===== config.mk =====
export PLATFORM = sky130hd
export DESIGN_NAME = crank_decoder
export DESIGN_NICKNAME = d
export VERILOG_FILES = /design/src/rtl/crank_pkg.sv /design/src/rtl/sync_edge.sv /design/src/rtl/crank_decoder.sv
export SDC_FILE = /design/constraint.sdc
export NUM_CORES = 1
export LEC_CHECK = 0
export ABC_AREA = 0
export CAP_MARGIN = 10
export CELL_PAD_IN_SITES_DETAIL_PLACEMENT = 0
export CELL_PAD_IN_SITES_GLOBAL_PLACEMENT = 2
export CORE_MARGIN = 3
export CORE_UTILIZATION = 39
export CTS_CLUSTER_DIAMETER = 40
export DETAILED_ROUTE_END_ITERATION = 8
export PLACE_DENSITY_LB_ADDON = 0.15
export SLEW_MARGIN = 10
export SYNTH_ARGS = -nofsm -noshare
export SYNTH_HDL_FRONTEND = slang
export SYNTH_HIERARCHICAL = 1
export SYNTH_SLANG_ARGS = --single-unit

===== constraint.sdc =====
create_clock -name clk -period 5.2 [get_ports clk]
set_input_delay 0.52 -clock clk [delete_from_list [all_inputs] [get_ports clk]]
set_output_delay 0.52 -clock clk [all_outputs]
set_load 0.02 [all_outputs]

===== src/rtl/crank_pkg.sv =====
// Shared defaults and FSM state encoding for the crank-angle decoder.
package crank_pkg;

  localparam int TEETH_PER_REV_DEF = 134;
  localparam int PERIOD_W_DEF      = 24;
  localparam int STALL_CYCLES_DEF  = 2**20;

  typedef enum logic [1:0] {
    ST_HUNT   = 2'd0,
    ST_VERIFY = 2'd1,
    ST_SYNCED = 2'd2
  } crank_state_e;

endpackage


===== src/rtl/sync_edge.sv =====
// Two-flop synchronizer with registered rise/fall strobes for one async input.
module sync_edge (
  input  logic clk,
  input  logic rst,
  input  logic din,
  output logic rise_stb,
  output logic fall_stb
);

  // [0] metastable stage, [1] stable sample, [2] previous stable sample
  logic [2:0] sync_q, sync_d;
  // Walks in ones after reset; strobes stay masked until [2] holds a real sample,
  // so a high input at reset release is not mistaken for an edge.
  logic [2:0] arm_q, arm_d;
  logic       rise_q, rise_d;
  logic       fall_q, fall_d;

  always_comb begin
    sync_d = {sync_q[1:0], din};
    arm_d  = {arm_q[1:0], 1'b1};
    rise_d = arm_q[2] &  sync_q[1] & ~sync_q[2];
    fall_d = arm_q[2] & ~sync_q[1] &  sync_q[2];
  end

  // NOTE: every flop uses a non-blocking assignment so all stages shift together.
  always_ff @(posedge clk or posedge rst) begin
    if (rst) begin
      sync_q <= '0;
      arm_q  <= '0;
      rise_q <= 1'b0;
      fall_q <= 1'b0;
    end else begin
      sync_q <= sync_d;
      arm_q  <= arm_d;
      rise_q <= rise_d;
      fall_q <= fall_d;
    end
  end

  assign rise_stb = rise_q;
  assign fall_stb = fall_q;

endmodule


===== src/rtl/crank_decoder.sv =====
// Crank-wheel decoder: tooth period measurement, angular position tracking and stall detection.
module crank_decoder
  import crank_pkg::*;
#(
  parameter int TEETH_PER_REV = TEETH_PER_REV_DEF,
  parameter int PERIOD_W      = PERIOD_W_DEF,
  parameter int STALL_CYCLES  = STALL_CYCLES_DEF
) (
  input  logic                clk,
  input  logic                rst,
  input  logic                speed_in,
  input  logic                ref_in,
  input  logic                err_clr,
  output logic                tooth_stb,
  output logic                ref_stb,
  output logic [PERIOD_W-1:0] tooth_period,
  output logic                period_valid,
  output logic [7:0]          tooth_idx,
  output logic                synced,
  output logic                stall,
  output logic                rev_err,
  output logic                err
);

  localparam logic [7:0]          LAST_IDX  = 8'(TEETH_PER_REV - 1);
  localparam logic [PERIOD_W-1:0] STALL_LIM = PERIOD_W'(STALL_CYCLES - 1);

  logic tooth_ev, ref_ev;
  logic speed_fall_unused, ref_rise_unused;

  sync_edge u_speed_edge (
    .clk      (clk),
    .rst      (rst),
    .din      (speed_in),
    .rise_stb (tooth_ev),
    .fall_stb (speed_fall_unused)
  );

  sync_edge u_ref_edge (
    .clk      (clk),
    .rst      (rst),
    .din      (ref_in),
    .rise_stb (ref_rise_unused),
    .fall_stb (ref_ev)
  );

  crank_state_e        state_q, state_d;
  logic [PERIOD_W-1:0] cnt_q, cnt_d, cnt_inc;
  logic [PERIOD_W-1:0] period_q, period_d;
  logic [7:0]          idx_q, idx_d;
  logic                seen_q, seen_d;
  logic                valid_q, valid_d;
  logic                ref_pend_q, ref_pend_d;
  logic                tooth_stb_q, tooth_stb_d;
  logic                ref_stb_q, ref_stb_d;
  logic                synced_q, synced_d;
  logic                stall_q, stall_d;
  logic                rev_err_q, rev_err_d;
  logic                err_q, err_d;
  logic                ref_tooth;

  always_comb begin
    // NOTE: every _d gets a default before any branch so no path infers a latch.
    state_d     = state_q;
    cnt_inc     = (cnt_q == '1) ? cnt_q : cnt_q + 1'b1;
    cnt_d       = cnt_inc;
    period_d    = period_q;
    idx_d       = idx_q;
    seen_d      = seen_q;
    valid_d     = valid_q;
    ref_pend_d  = ref_pend_q | ref_ev;
    tooth_stb_d = tooth_ev;
    ref_stb_d   = ref_ev;
    stall_d     = stall_q;
    rev_err_d   = 1'b0;
    ref_tooth   = tooth_ev & (ref_pend_q | ref_ev);

    if (tooth_ev) begin
      period_d   = cnt_inc;
      cnt_d      = '0;
      stall_d    = 1'b0;
      valid_d    = seen_q;
      seen_d     = 1'b1;
      ref_pend_d = 1'b0;
      case (state_q)
        ST_HUNT: begin
          if (ref_tooth) begin
            idx_d   = '0;
            state_d = ST_VERIFY;
          end
        end
        default: begin
          if (ref_tooth) begin
            idx_d = '0;
            if (idx_q == LAST_IDX) begin
              state_d = ST_SYNCED;
            end else begin
              rev_err_d = 1'b1;
              state_d   = ST_VERIFY;
            end
          end else if (idx_q == LAST_IDX) begin
            // A full revolution of teeth without a reference mark.
            rev_err_d = 1'b1;
            idx_d     = '0;
            state_d   = ST_HUNT;
          end else begin
            idx_d = idx_q + 8'd1;
          end
        end
      endcase
    end else if (cnt_q == STALL_LIM) begin
      stall_d    = 1'b1;
      valid_d    = 1'b0;
      seen_d     = 1'b0;
      ref_pend_d = 1'b0;
      state_d    = ST_HUNT;
    end

    synced_d = (state_d == ST_SYNCED);
    // A new error wins over a simultaneous clear.
    err_d    = rev_err_d | (err_q & ~err_clr);
  end

  always_ff @(posedge clk or posedge rst) begin
    if (rst) begin
      state_q     <= ST_HUNT;
      cnt_q       <= '0;
      period_q    <= '0;
      idx_q       <= '0;
      seen_q      <= 1'b0;
      valid_q     <= 1'b0;
      ref_pend_q  <= 1'b0;
      tooth_stb_q <= 1'b0;
      ref_stb_q   <= 1'b0;
      synced_q    <= 1'b0;
      stall_q     <= 1'b0;
      rev_err_q   <= 1'b0;
      err_q       <= 1'b0;
    end else begin
      state_q     <= state_d;
      cnt_q       <= cnt_d;
      period_q    <= period_d;
      idx_q       <= idx_d;
      seen_q      <= seen_d;
      valid_q     <= valid_d;
      ref_pend_q  <= ref_pend_d;
      tooth_stb_q <= tooth_stb_d;
      ref_stb_q   <= ref_stb_d;
      synced_q    <= synced_d;
      stall_q     <= stall_d;
      rev_err_q   <= rev_err_d;
      err_q       <= err_d;
    end
  end

  assign tooth_stb    = tooth_stb_q;
  assign ref_stb      = ref_stb_q;
  assign tooth_period = period_q;
  assign period_valid = valid_q;
  assign tooth_idx    = idx_q;
  assign synced       = synced_q;
  assign stall        = stall_q;
  assign rev_err      = rev_err_q;
  assign err          = err_q;

endmodule


# ---- After elaboration in Yosys (flattened, before gate mapping)
# Cells that the tools add are included.
dict set report word_totals {
  reg_bits 81
  output_inout_bits 39
}
dict set report classes {
  n_addsub 2
  bitwise 11
  reduce_logical 3
  n_eq_ne 5
  mux 25
}
# operator n
set op_table {}
lappend op_table {{two-way mux 24 bit} 2}
lappend op_table {{two-way mux 8 bit} 4}
lappend op_table {{adder 24 x 1 -> 24 bit (second input constant)} 1}
lappend op_table {{== test 24 x 20 -> 1 bit (second input constant)} 1}
lappend op_table {{== test 24 bit (second input constant)} 1}
lappend op_table {{two-way mux 2 bit} 7}
lappend op_table {{two-way mux 1 bit} 12}
lappend op_table {{adder 8 x 1 -> 8 bit (second input constant)} 1}
lappend op_table {{== test 8 bit (second input constant)} 1}
lappend op_table {{AND 1 bit} 6}
lappend op_table {{NOT 1 bit} 3}
lappend op_table {{== test 2 bit (second input constant)} 1}
lappend op_table {{logical NOT 2 bit} 1}
lappend op_table {{!= test 2 bit (second input constant)} 1}
lappend op_table {{bitwise OR 1 bit} 2}
lappend op_table {{AND reduction 2 bit} 1}
lappend op_table {{nonzero test 2 bit} 1}

# ---- Longest topological paths before layout
# Gate-level depths: netlist of the first run.
dict set report logic_depth {
  depth_word 6
  ltp_mapped 8
  ltp_nobuf 7
}

# ---- By module
# The synthesis of the first run kept the hierarchy.
# module cells_each area_per_inst_um2 instances
set modules_own_cells {}
lappend modules_own_cells {crank_decoder 316 3126.7 1}
lappend modules_own_cells {sync_edge 12 225.2 2}

# ---- Worst setup path before layout of the first run
# No wires, ideal clock.
dict set report synth_timing {
  path_kind {reg-to-reg}
  start {register idx_q[0], in the netlist tooth_idx[0]}
  end {register synced_q, in the netlist synced}
  path_slack_ps 3184
  stages_incl_launch_ff 8
  synth_period_minus_slack_ps 2016
  setup_time_ps 146
  t_arrival_ps 1870
  path_buffers 1
  path_cell_list {dfrtp_1 ha_1 or4b_4 nor3_4 buf_4 nor3_1 o211ai_1 o311ai_0}
}
dict set report synth_via {
  elab_chain_cells 6
}
# element line
set synth_rtl {}
lappend synth_rtl {{start: declaration} crank_decoder.sv:50} ;# logic [7:0] idx_q, idx_d;
lappend synth_rtl {{start signal: assignment} crank_decoder.sv:143} ;# idx_q <= idx_d;
lappend synth_rtl {{== test 8 bit (*)} {crank_decoder.sv:95, crank_decoder.sv:101}}
lappend synth_rtl {{two-way mux 2 bit (on tied branches)} {crank_decoder.sv:101, crank_decoder.sv:95}}
lappend synth_rtl {{two-way mux 2 bit (*)} crank_decoder.sv:93} ;# if (ref_tooth) begin
lappend synth_rtl {{two-way mux 2 bit (*)} crank_decoder.sv:85} ;# case (state_q)
lappend synth_rtl {{two-way mux 2 bit (*)} crank_decoder.sv:78} ;# if (tooth_ev) begin
lappend synth_rtl {{== test 2 bit (*)} crank_decoder.sv:119} ;# synced_d = (state_d == ST_SYNCED);
lappend synth_rtl {{net synced_d} crank_decoder.sv:56} ;# logic synced_q, synced_d;
lappend synth_rtl {{end signal: assignment} crank_decoder.sv:149} ;# synced_q <= synced_d;
lappend synth_rtl {{end: declaration} crank_decoder.sv:56}
# The timed path passes the listed nets; every way through them passes the cells marked *.
# A chain may end at the register's enable or synchronous reset.

# ---- Final worst setup path of the first run
dict set report layout_timing {
  start {register u_speed_edge.rise_q, in the netlist u_speed_edge/rise_stb}
  end {register idx_q[4], in the netlist tooth_idx[4]}
}
dict set report layout_via {
  elab_chain_cells 3
}
# element line
set layout_rtl {}
lappend layout_rtl {{start: declaration} sync_edge.sv:15} ;# logic rise_q, rise_d;
lappend layout_rtl {{start signal: assignment} sync_edge.sv:35} ;# rise_q <= rise_d;
lappend layout_rtl {{AND 1 bit} crank_decoder.sv:76} ;# ref_tooth = tooth_ev & (ref_pend_q | ref_ev);
lappend layout_rtl {{!= test 2 bit (no line) or two-way mux 8 bit (tied branches)} n/a}
lappend layout_rtl {{AND reduction 2 bit (no line) or two-way mux 8 bit (tied branches)} n/a}
# Parallel ways exist; a longest one is shown, timed or not.

==> metrics, run 1 <==
critical path startpoint category=flip-flop; initial antenna violation count=0; count of buffers inserted at the top-level ports=43; FMAX=0.444 GHz; Leakage=1.79 nW; GR Layer Usage met1=22.4%; Via density=5.27; kind of end point of the critical path=flip-flop; minimum setup slack after placement=2950 ps; dpl hpwl=4690 um; number of post-CTS setup repair buffers=0; worst hold path type=flip-flop to flip-flop; clock tree from TritonCTS=done; via count=2,573; Congestion Overflow GR=0; DRC viols=0; largest delay contributor family on the critical path=simple AND/OR/NAND/NOR gates; Worst Clk Skew=13.9 ps; post-detailed-placement cell area=4030 sq um; grt met2 use=22.7%; Routability Congestion=0.760; Detail Route Antenna Nets=0; Max rail drop VDD=0.000177 V; cts repair resizes=0; number of buffers added by the clock tree synthesis step=9; worst-skew pair later-pin latency=350 ps; area of the die=10,200 sq um; worst relative slew slack=40.7%; CP Data Required Time=5470 ps; Worst path slowest cell=sky130_fd_sc_hd__buf_4; area of the mapped netlist=3510 sq um; final-layout fill cell count=783; yosys warns=6; via count of the first global-routing pass=2,533; minimum clock period after layout=2250 ps; number of instances in the synthesized netlist=336; max-capacitance violation count=0; post-DR wirelength/cell=14.3 um; Power per Cell Area=354 nW/um^2; transition time at the pin with the least slew margin=886 ps; final total negative setup slack=0 ps; layout net count=386; clock slew at the register clock pins of the worst setup and hold paths=90 ps; number of sinks driven by the clock tree=81; total count of max-transition violations in the final report=0; max incr delay on CP=520 ps; number of top-level pins=44; ANT cells=0; buffer type at the clock tree root=sky130_fd_sc_hd__clkbuf_8; total core area=8460 sq um; syn nets=344; outcome=completed; total global-route track usage=15.5%; H-tree levels=3; count of final hold-check violations=0; row cnt=33; layout cell share with drive strength beyond 1=8.88%; floorplan die height=101 um; CP Buf/Inv Count=2; most frequent CP cell=sky130_fd_sc_hd__buf_4; unrepaired setup endpoints after global routing=no; Crit Path Category=flip-flop to flip-flop; wire length of the first global-routing pass=12,400 um; largest net degree at the start of global routing=71; detailed-routing iteration count for the pre-antenna-repair pass=4; utilization of the core after routing=49.8%; area of all placed cells without fillers=4220 sq um; Max Fanout on Critical Path=70; final worst setup slack=2950 ps; Finish-stage setup viols=0; CTS max path bufs=2; Layout Area Growth over Synthesis=20.1%; starting density of the core=41.5%; Total Routed Length=6970 um; fin crit share=43.3%; signal arrival time at the worst endpoint=2520 ps; crit-path cells=buf_4 -> o21ai_0 -> buf_4 -> or2_2 -> or3b_2 -> a21oi_1; horizontal die dimension=101 um; layer carrying the most global-route usage=met2; initial detailed-routing violation count=150; mean instance size in the synthesized netlist=10.4 sq um; Post-CTS Hold Fix Bufs=0; global routing usage on met3=3.74%
-- final timing paths --
| check | to | from | slack (ps) | cells after the start |
|---|---|---|---|---|
| setup / recovery | tooth_idx[4] | u_speed_edge/rise_stb | 2950 | 6 |
| hold / removal | u_ref_edge/arm_q[2] | u_ref_edge/arm_q[1] | 350 | 0 |
| setup reg to reg | tooth_idx[4] | u_speed_edge/rise_stb | 2950 | 6 |
| hold reg to reg | u_ref_edge/arm_q[2] | u_ref_edge/arm_q[1] | 350 | 0 |
| max in group asynchronous | state_q[0] | rst | 3830 | 3 |
| min in group asynchronous | u_ref_edge/sync_q[2] | rst | 470 | 2 |
-- per-stage QoR --
step | hold WS [ps] | power, W | cells
2_1_floorplan | 323 | 0.000945 | 336
3_3_place_gp | 332 | 0.00108 | 472
3_5_place_dp | 335 | 0.00108 | 472
4_1_cts | 355 | 0.00152 | 488
5_1_grt | 368 | 0.00159 | 488
6_report | 350 | 0.00149 | 488
-- power breakdown --
group	internal (W)	switching (W)
clock	0.000192	0.000238
sequential	0.000700	0.0000618
combinational	0.000138	0.000163
-- state kept, by name (all words and copies together), names as in the netlist, 2 cells and up --
register / flops
state_q: 2
u_ref_edge/sync_q: 3
u_ref_edge/arm_q: 3
tooth_idx: 8
u_speed_edge/sync_q: 3
u_speed_edge/arm_q: 3
tooth_period: 24
cnt_q: 24
-- cell usage in the layout, fill, tap and decap left out, drive strengths merged, types with 7 or more instances in the layout --
| cell type | count |
|---|---|
| dfrtp | 81 |
| nor2 | 54 |
| clkdlybuf4s50 | 43 |
| a21oi | 31 |
| o21ai | 17 |
| nand2 | 14 |
| nand4 | 13 |
| nand3 | 12 |
| inv | 11 |
| or3 | 10 |
| clkbuf | 10 |
| a31oi | 9 |
| xor2 | 8 |
| nor3 | 7 |
-- layout make-up --
type	instances	area [sq um]	share of cell area [%]
Sequential cell	81	2030	48.1
Multi-Input combinational cell	232	1390	32.9
Timing Repair Buffer	46	453	10.7
Clock buffer	10	138	3.26
Tap cell	105	131	3.12
Clock inverter	6	47.5	1.13
Inverter	8	30.0	0.712
-- per-layer routing --
| layer | share of wire (%) | routed length [um] |
|---|---|---|
| met3 | 4.4 | 309 |
| met2 | 44 | 3030 |
| met5 | 0 | 0 |
| met1 | 51 | 3520 |
| met4 | 1.5 | 105 |
(Power assumes the default switching activity.)
==> run 2, diff against run 1 <==
--- a/config.mk
+++ b/config.mk
@@ -10,7 +10,7 @@
 export CELL_PAD_IN_SITES_DETAIL_PLACEMENT = 0
 export CELL_PAD_IN_SITES_GLOBAL_PLACEMENT = 2
 export CORE_MARGIN = 3
-export CORE_UTILIZATION = 39
+export CORE_UTILIZATION = 32
 export CTS_CLUSTER_DIAMETER = 40
 export DETAILED_ROUTE_END_ITERATION = 8
 export PLACE_DENSITY_LB_ADDON = 0.15
==> constraint.sdc (replaced) <==
create_clock -name clk -period 2 [get_ports clk]
set_input_delay 0.2 -clock clk [delete_from_list [all_inputs] [get_ports clk]]
set_output_delay 0.2 -clock clk [all_outputs]
set_load 0.02 [all_outputs]
==> metrics, run 2 (synthesis results as in run 1) <==
outcome=completed (unchanged); Leakage=1.96 nW (was 1.79 nW); DR top layer=met4 (unchanged); clock slew at the register clock pins of the worst setup and hold paths=100 ps (was 90 ps); largest delay contributor family on the critical path=simple AND/OR/NAND/NOR gates (unchanged); minimum clock period after layout=1920 ps (was 2250 ps); total global-route track usage=13.0% (was 15.5%); count of buffers inserted at the top-level ports=43 (unchanged); detailed-routing iteration count for the pre-antenna-repair pass=4 (unchanged); leading cell type in the layout, fill and taps excluded=sky130_fd_sc_hd__dfrtp_1 (unchanged); FMAX=0.520 GHz (was 0.444 GHz); starting density of the core=33.4% (was 41.5%); row cnt=37 (was 33); floorplan die height=111 um (was 101 um); number of top-level pins=44 (unchanged); critical path startpoint category=flip-flop (unchanged); unrepaired setup endpoints after global routing=yes (was no); Power per Cell Area=902 nW/um^2 (was 354 nW/um^2); horizontal die dimension=111 um (was 101 um); DR WL met3=225 um (was 309 um); worst hold path type=input port to asynchronous set/reset pin (was flip-flop to flip-flop); Layout Area Growth over Synthesis=29.5% (was 20.1%); Total Routed Length=7650 um (was 6970 um); minimum setup slack among reg-to-reg paths=80 ps (was 2950 ps); area of the multi-input gates=1420 sq um (was 1390 sq um); Max Fanout on Critical Path=6 (was 70); Worst Clk Skew=14.5 ps (was 13.9 ps); kind of end point of the critical path=flip-flop (unchanged); fin crit share=96.2% (was 43.3%); CTS max path bufs=2 (unchanged); CP Buf/Inv Count=0 (was 2); number of sinks driven by the clock tree=81 (unchanged); final-layout fill cell count=1,010 (was 783); clock tree from TritonCTS=done (unchanged); total count of max-transition violations in the final report=0 (unchanged); via count=2,647 (was 2,573); via count of the first global-routing pass=2,694 (was 2,533); H-tree levels=3 (unchanged); Via density=4.82 (was 5.27); final total negative setup slack=0 ps (unchanged); most used cells in the layout excluding fill and tap cells=77 x sky130_fd_sc_hd__dfrtp_1, 52 x sky130_fd_sc_hd__nor2_1, 43 x sky130_fd_sc_hd__clkdlybuf4s50_1 (was 80 x sky130_fd_sc_hd__dfrtp_1, 53 x sky130_fd_sc_hd__nor2_1, 43 x sky130_fd_sc_hd__clkdlybuf4s50_1); Post-CTS Hold Fix Bufs=0 (unchanged); signal arrival time at the worst endpoint=2160 ps (was 2520 ps); wire length of the first global-routing pass=13,200 um (was 12,400 um); layout cell share with drive strength beyond 1=17.7% (was 8.88%); worst relative slew slack=56.6% (was 40.7%); Post-Route M1 WL=4050 um (was 3520 um); layout net count=416 (was 386); minimum setup slack after placement=-2.14 ps (was 2950 ps); Finish-stage setup viols=0 (unchanged); buffer type at the clock tree root=sky130_fd_sc_hd__clkbuf_8 (unchanged); DR WL met2=3260 um (was 3030 um); DRC viols=0 (unchanged); max incr delay on CP=550 ps (was 520 ps); Register Area=2030 sq um (about the same); Routability Congestion=0.766 (was 0.760); Crit Path Category=flip-flop to flip-flop (unchanged); max-capacitance violation count=0 (unchanged); worst-skew pair later-pin latency=350 ps (about the same); Detail Route Antenna Nets=0 (unchanged); area of the die=12,300 sq um (was 10,200 sq um); Congestion Overflow GR=0 (unchanged); transition time at the pin with the least slew margin=650 ps (was 886 ps); count of final hold-check violations=0 (unchanged); initial antenna violation count=0 (unchanged); largest net degree at the start of global routing=39 (was 71); Worst path slowest cell=sky130_fd_sc_hd__or4_4 (was sky130_fd_sc_hd__buf_4); CP Data Required Time=2230 ps (was 5470 ps); number of buffers added by the clock tree synthesis step=9 (unchanged); dpl hpwl=5390 um (was 4690 um); final worst setup slack=76.3 ps (was 2950 ps); crit-path cells=ha_2 -> nand3_4 -> or4_4 -> o2111a_1 -> xnor2_2 -> a21oi_1 (was buf_4 -> o21ai_0 -> buf_4 -> or2_2 -> or3b_2 -> a21oi_1); ANT cells=0 (unchanged); total core area=10,500 sq um (was 8460 sq um); Max rail drop VDD=0.000448 V (was 0.000177 V); post-DR wirelength/cell=13.9 um (was 14.3 um); initial detailed-routing violation count=93 (was 150)
[run 2: path summary, 6_finish.rpt]
check	start	to	depth (start not counted)
worst min register to register	u_speed_edge/arm_q[0]	u_speed_edge/arm_q[1]	0
worst max register to register	cnt_q[1]	tooth_period[23]	6
worst min-delay path	rst	u_ref_edge/fall_stb	2
min in group clk	ref_in	u_ref_edge/sync_q[0]	1
max in group asynchronous	rst	tooth_idx[0]	3
worst max-delay path	cnt_q[1]	tooth_period[23]	6
[run 2: timing repair]
item,CTS,global route
endpoints found under the setup margin,3,11
gates resized for setup,1,10
hold endpoints to repair,0,0
pin swaps,1,8
buffers inserted,0,4
[run 2: worst reg2reg max path, cell delays in order (launching register included)]
cell,delay [ps]
sky130_fd_sc_hd__dfrtp_1,360
sky130_fd_sc_hd__ha_2,220
sky130_fd_sc_hd__nand3_4,120
sky130_fd_sc_hd__or4_4,550
sky130_fd_sc_hd__o2111a_1,290
sky130_fd_sc_hd__xnor2_2,180
sky130_fd_sc_hd__a21oi_1,80
[run 2: layer usage]
metal | up-vias | track usage, %
li1 | 1342 | -
met1 | 1256 | 19.1
met2 | 38 | 18.5
met3 | 11 | 2.84
met4 | 0 | 5.17
met5 | - | 0
[run 2: area by class of cell]
| cell class | instances | area share (%) |
|---|---|---|
| multi-input cells | 232 | 31.2 |
| flip-flops and latches | 81 | 44.7 |
| repair buffers | 76 | 15.0 |
| well taps | 136 | 3.74 |
| clock inverters | 7 | 1.87 |
| inverters | 8 | 0.743 |
| clock buffers | 9 | 2.73 |
[run 2: report_power, final]
| group | internal [W] | switching [W] |
|---|---|---|
| combinational | 0.000405 | 0.000461 |
| clock | 0.000601 | 0.000663 |
| sequential | 0.00182 | 0.000144 |
[run 2: metrics by stage]
step                      std cells  power [W]  area [sq um]  hold WS (ps)  utilization, %
final                           549    0.00410          4550           171            43.3
after global routing            549    0.00433          4550           188            43.3
after CTS                       545    0.00417          4480           158            42.6
after detailed placement        529    0.00287          4270           336            40.6
after global placement          529    0.00286          4270           331            40.6
after floorplan                 336    0.00246          3510          3.40               -
==> run 3, diff against run 2 <==
--- a/config.mk
+++ b/config.mk
@@ -9,9 +9,9 @@
 export CAP_MARGIN = 10
 export CELL_PAD_IN_SITES_DETAIL_PLACEMENT = 0
 export CELL_PAD_IN_SITES_GLOBAL_PLACEMENT = 2
-export CORE_MARGIN = 3
+export CORE_MARGIN = 5
 export CORE_UTILIZATION = 32
-export CTS_CLUSTER_DIAMETER = 40
+export CTS_CLUSTER_DIAMETER = 30
 export DETAILED_ROUTE_END_ITERATION = 8
 export PLACE_DENSITY_LB_ADDON = 0.15
 export SLEW_MARGIN = 10
==> metrics, run 3 (synthesis results as in run 1) <==
outcome=completed (unchanged); Congestion Overflow GR=0 (unchanged); final-layout fill cell count=1,065 (was 1,010); clock power share=30.8% (about the same); Layout Area Growth over Synthesis=30.3% (was 29.5%); worst hold path type=input port to asynchronous set/reset pin (unchanged); final worst setup slack=81.1 ps (was 76.3 ps); Max Fanout on Critical Path=8 (was 6); total core area=10,800 sq um (was 10,500 sq um); Leakage=1.98 nW (was 1.96 nW); Max rail drop VDD=0.000404 V (was 0.000448 V); minimum setup slack among reg-to-reg paths=80 ps (about the same); layout cell share with drive strength beyond 1=17.4% (was 17.7%); max incr delay on CP=470 ps (was 550 ps); starting density of the core=32.5% (was 33.4%); FMAX=0.521 GHz (was 0.520 GHz); largest delay contributor family on the critical path=simple AND/OR/NAND/NOR gates (unchanged); total count of max-transition violations in the final report=0 (unchanged); Sw Ratio=30.9% (about the same); H-tree levels=3 (unchanged); critical path startpoint category=flip-flop (unchanged); Routability Congestion=0.780 (was 0.766); initial detailed-routing violation count=96 (was 93); layout net count=417 (was 416); buffer type at the clock tree root=sky130_fd_sc_hd__clkbuf_8 (unchanged); CTS max path bufs=2 (unchanged); Crit Path Category=flip-flop to flip-flop (unchanged); CP Data Required Time=2220 ps (was 2230 ps); kind of end point of the critical path=flip-flop (unchanged); minimum setup slack after placement=-17.8 ps (was -2.14 ps); clock slew at the register clock pins of the worst setup and hold paths=90 ps (was 100 ps); Finish-stage setup viols=0 (unchanged); floorplan die height=115 um (was 111 um); ANT cells=0 (unchanged); total global-route track usage=12.8% (was 13.0%); number of sinks driven by the clock tree=81 (unchanged); Worst Clk Skew=6.83 ps (was 14.5 ps); largest net degree at the start of global routing=36 (was 39); unrepaired setup endpoints after global routing=yes (unchanged); area of the die=13,200 sq um (was 12,300 sq um); transition time at the pin with the least slew margin=592 ps (was 650 ps); CP Buf/Inv Count=2 (was 0); count of final hold-check violations=0 (unchanged); wire length of the first global-routing pass=13,300 um (was 13,200 um); Via density=4.83 (was 4.82); reg2reg path depth=8 (was 6); worst-skew pair later-pin latency=350 ps (about the same); post-DR wirelength/cell=14.1 um (was 13.9 um); number of top-level pins=44 (unchanged); Sequential Power Share=47.9% (was 48.0%); crit-path cells=inv_1 -> ha_1 -> or4b_4 -> nor3_4 -> buf_6 -> nor3_1 -> o211ai_1 -> o311ai_2 (was ha_2 -> nand3_4 -> or4_4 -> o2111a_1 -> xnor2_2 -> a21oi_1); Worst path slowest cell=sky130_fd_sc_hd__or4b_4 (was sky130_fd_sc_hd__or4_4); horizontal die dimension=115 um (was 111 um); max-capacitance violation count=0 (unchanged); utilization of the core after routing=42.4% (was 43.3%); Total Routed Length=7800 um (was 7650 um); part of the total power dissipated in combinational logic=21.4% (was 21.1%); internal power component=0.00284 W (was 0.00283 W); clock tree from TritonCTS=done (unchanged); Power per Cell Area=898 nW/um^2 (was 902 nW/um^2); leading cell type in the layout, fill and taps excluded=sky130_fd_sc_hd__dfrtp_1 (unchanged); minimum clock period after layout=1920 ps (about the same); row cnt=38 (was 37); initial antenna violation count=0 (unchanged); DRC viols=0 (unchanged); dpl hpwl=5610 um (was 5390 um); Net Sw Power=0.00127 W (about the same); via count of the first global-routing pass=2,624 (was 2,694); detailed-routing iteration count for the pre-antenna-repair pass=4 (unchanged); number of buffers added by the clock tree synthesis step=9 (unchanged); via count=2,678 (was 2,647); fin crit share=95.9% (was 96.2%); Detail Route Antenna Nets=0 (unchanged); signal arrival time at the worst endpoint=2140 ps (was 2160 ps); worst relative slew slack=60.5% (was 56.6%); worst r2r src=tooth_idx[1] (was cnt_q[1]); Reg-to-Reg End=synced (was tooth_period[23]); count of buffers inserted at the top-level ports=43 (unchanged); most used cells in the layout excluding fill and tap cells=78 x sky130_fd_sc_hd__dfrtp_1, 52 x sky130_fd_sc_hd__nor2_1, 43 x sky130_fd_sc_hd__clkdlybuf4s50_1 (was 77 x sky130_fd_sc_hd__dfrtp_1, 52 x sky130_fd_sc_hd__nor2_1, 43 x sky130_fd_sc_hd__clkdlybuf4s50_1)
## run 3: cell count changes in the layout (fill, tap and decap cells not counted), moves of 2 or more
cell                       before  now
sky130_fd_sc_hd__buf_12         0    2
sky130_fd_sc_hd__o21ai_1        3    8
sky130_fd_sc_hd__o21ai_0       14    9
sky130_fd_sc_hd__clkinv_4       3    1
## run 3: repair_timing
action,CTS,global route
hold endpoints to repair,0,0
pin swaps,1,5
hold buffers,0,0
setup endpoints to repair,4,14
setup buffers,0,3
resized for setup,0,13
## run 3: metal layers
metal | vias up | wire, um | track usage [%]
li1 | 1342 | - | -
met1 | 1291 | 4050 | 19.1
met2 | 36 | 3320 | 18.0
met3 | 9 | 302 | 3.28
met4 | 0 | 119 | 4.46
met5 | - | 0 | 0
## run 3: power groups by stage
stage,Clock [W],Sequential (W),Combinational [W]
floorplan,0,0.00213,0.000326
global placement,0,0.00199,0.000878
detailed placement,0,0.00200,0.000880
CTS,0.00130,0.00197,0.000884
global route,0.00138,0.00200,0.000964
finish,0.00126,0.00197,0.000877
## run 3: final cells by class
cell class	instances	area, sq um	area share (%)
clock buffer	9	124	2.71
clock inverter	7	83.8	1.83
tap	140	175	3.83
timing repair buffer	77	714	15.6
sequential	81	2030	44.4
multi-input combinational	232	1410	30.9
inverter	8	33.8	0.739
## run 3: worst max-delay path by stage
| stage | startpoint | endpoint | slack [ps] | depth (start not counted) |
|---|---|---|---|---|
| floorplan | tooth_idx[1] | synced | -2 | 8 |
| global placement | tooth_idx[1] | tooth_idx[7] | 60 | 8 |
| detailed placement | tooth_idx[1] | tooth_idx[4] | -20 | 8 |
| CTS | cnt_q[0] | tooth_period[23] | 20 | 6 |
| global route | tooth_idx[1] | synced | -40 | 8 |
| finish | tooth_idx[1] | synced | 80 | 8 |
## run 3: through the flow
stage	cells	hold WS [ps]	power, W	cell area [sq um]	TNS (ps)
after floorplan	336	3.40	0.00246	3510	-1.68
after global placement	535	331	0.00287	4320	0
after detailed placement	535	335	0.00288	4320	-47.4
after CTS	551	154	0.00416	4520	0
after global routing	554	180	0.00434	4570	-69.9
final	554	169	0.00411	4570	0
## run 3: worst register-to-register path: stages, from the launching register on
cell	delay, ps
sky130_fd_sc_hd__dfrtp_1	390
sky130_fd_sc_hd__inv_1	60
sky130_fd_sc_hd__ha_1	130
sky130_fd_sc_hd__or4b_4	470
sky130_fd_sc_hd__nor3_4	190
sky130_fd_sc_hd__buf_6	150
sky130_fd_sc_hd__nor3_1	50
sky130_fd_sc_hd__o211ai_1	230
sky130_fd_sc_hd__o311ai_2	140
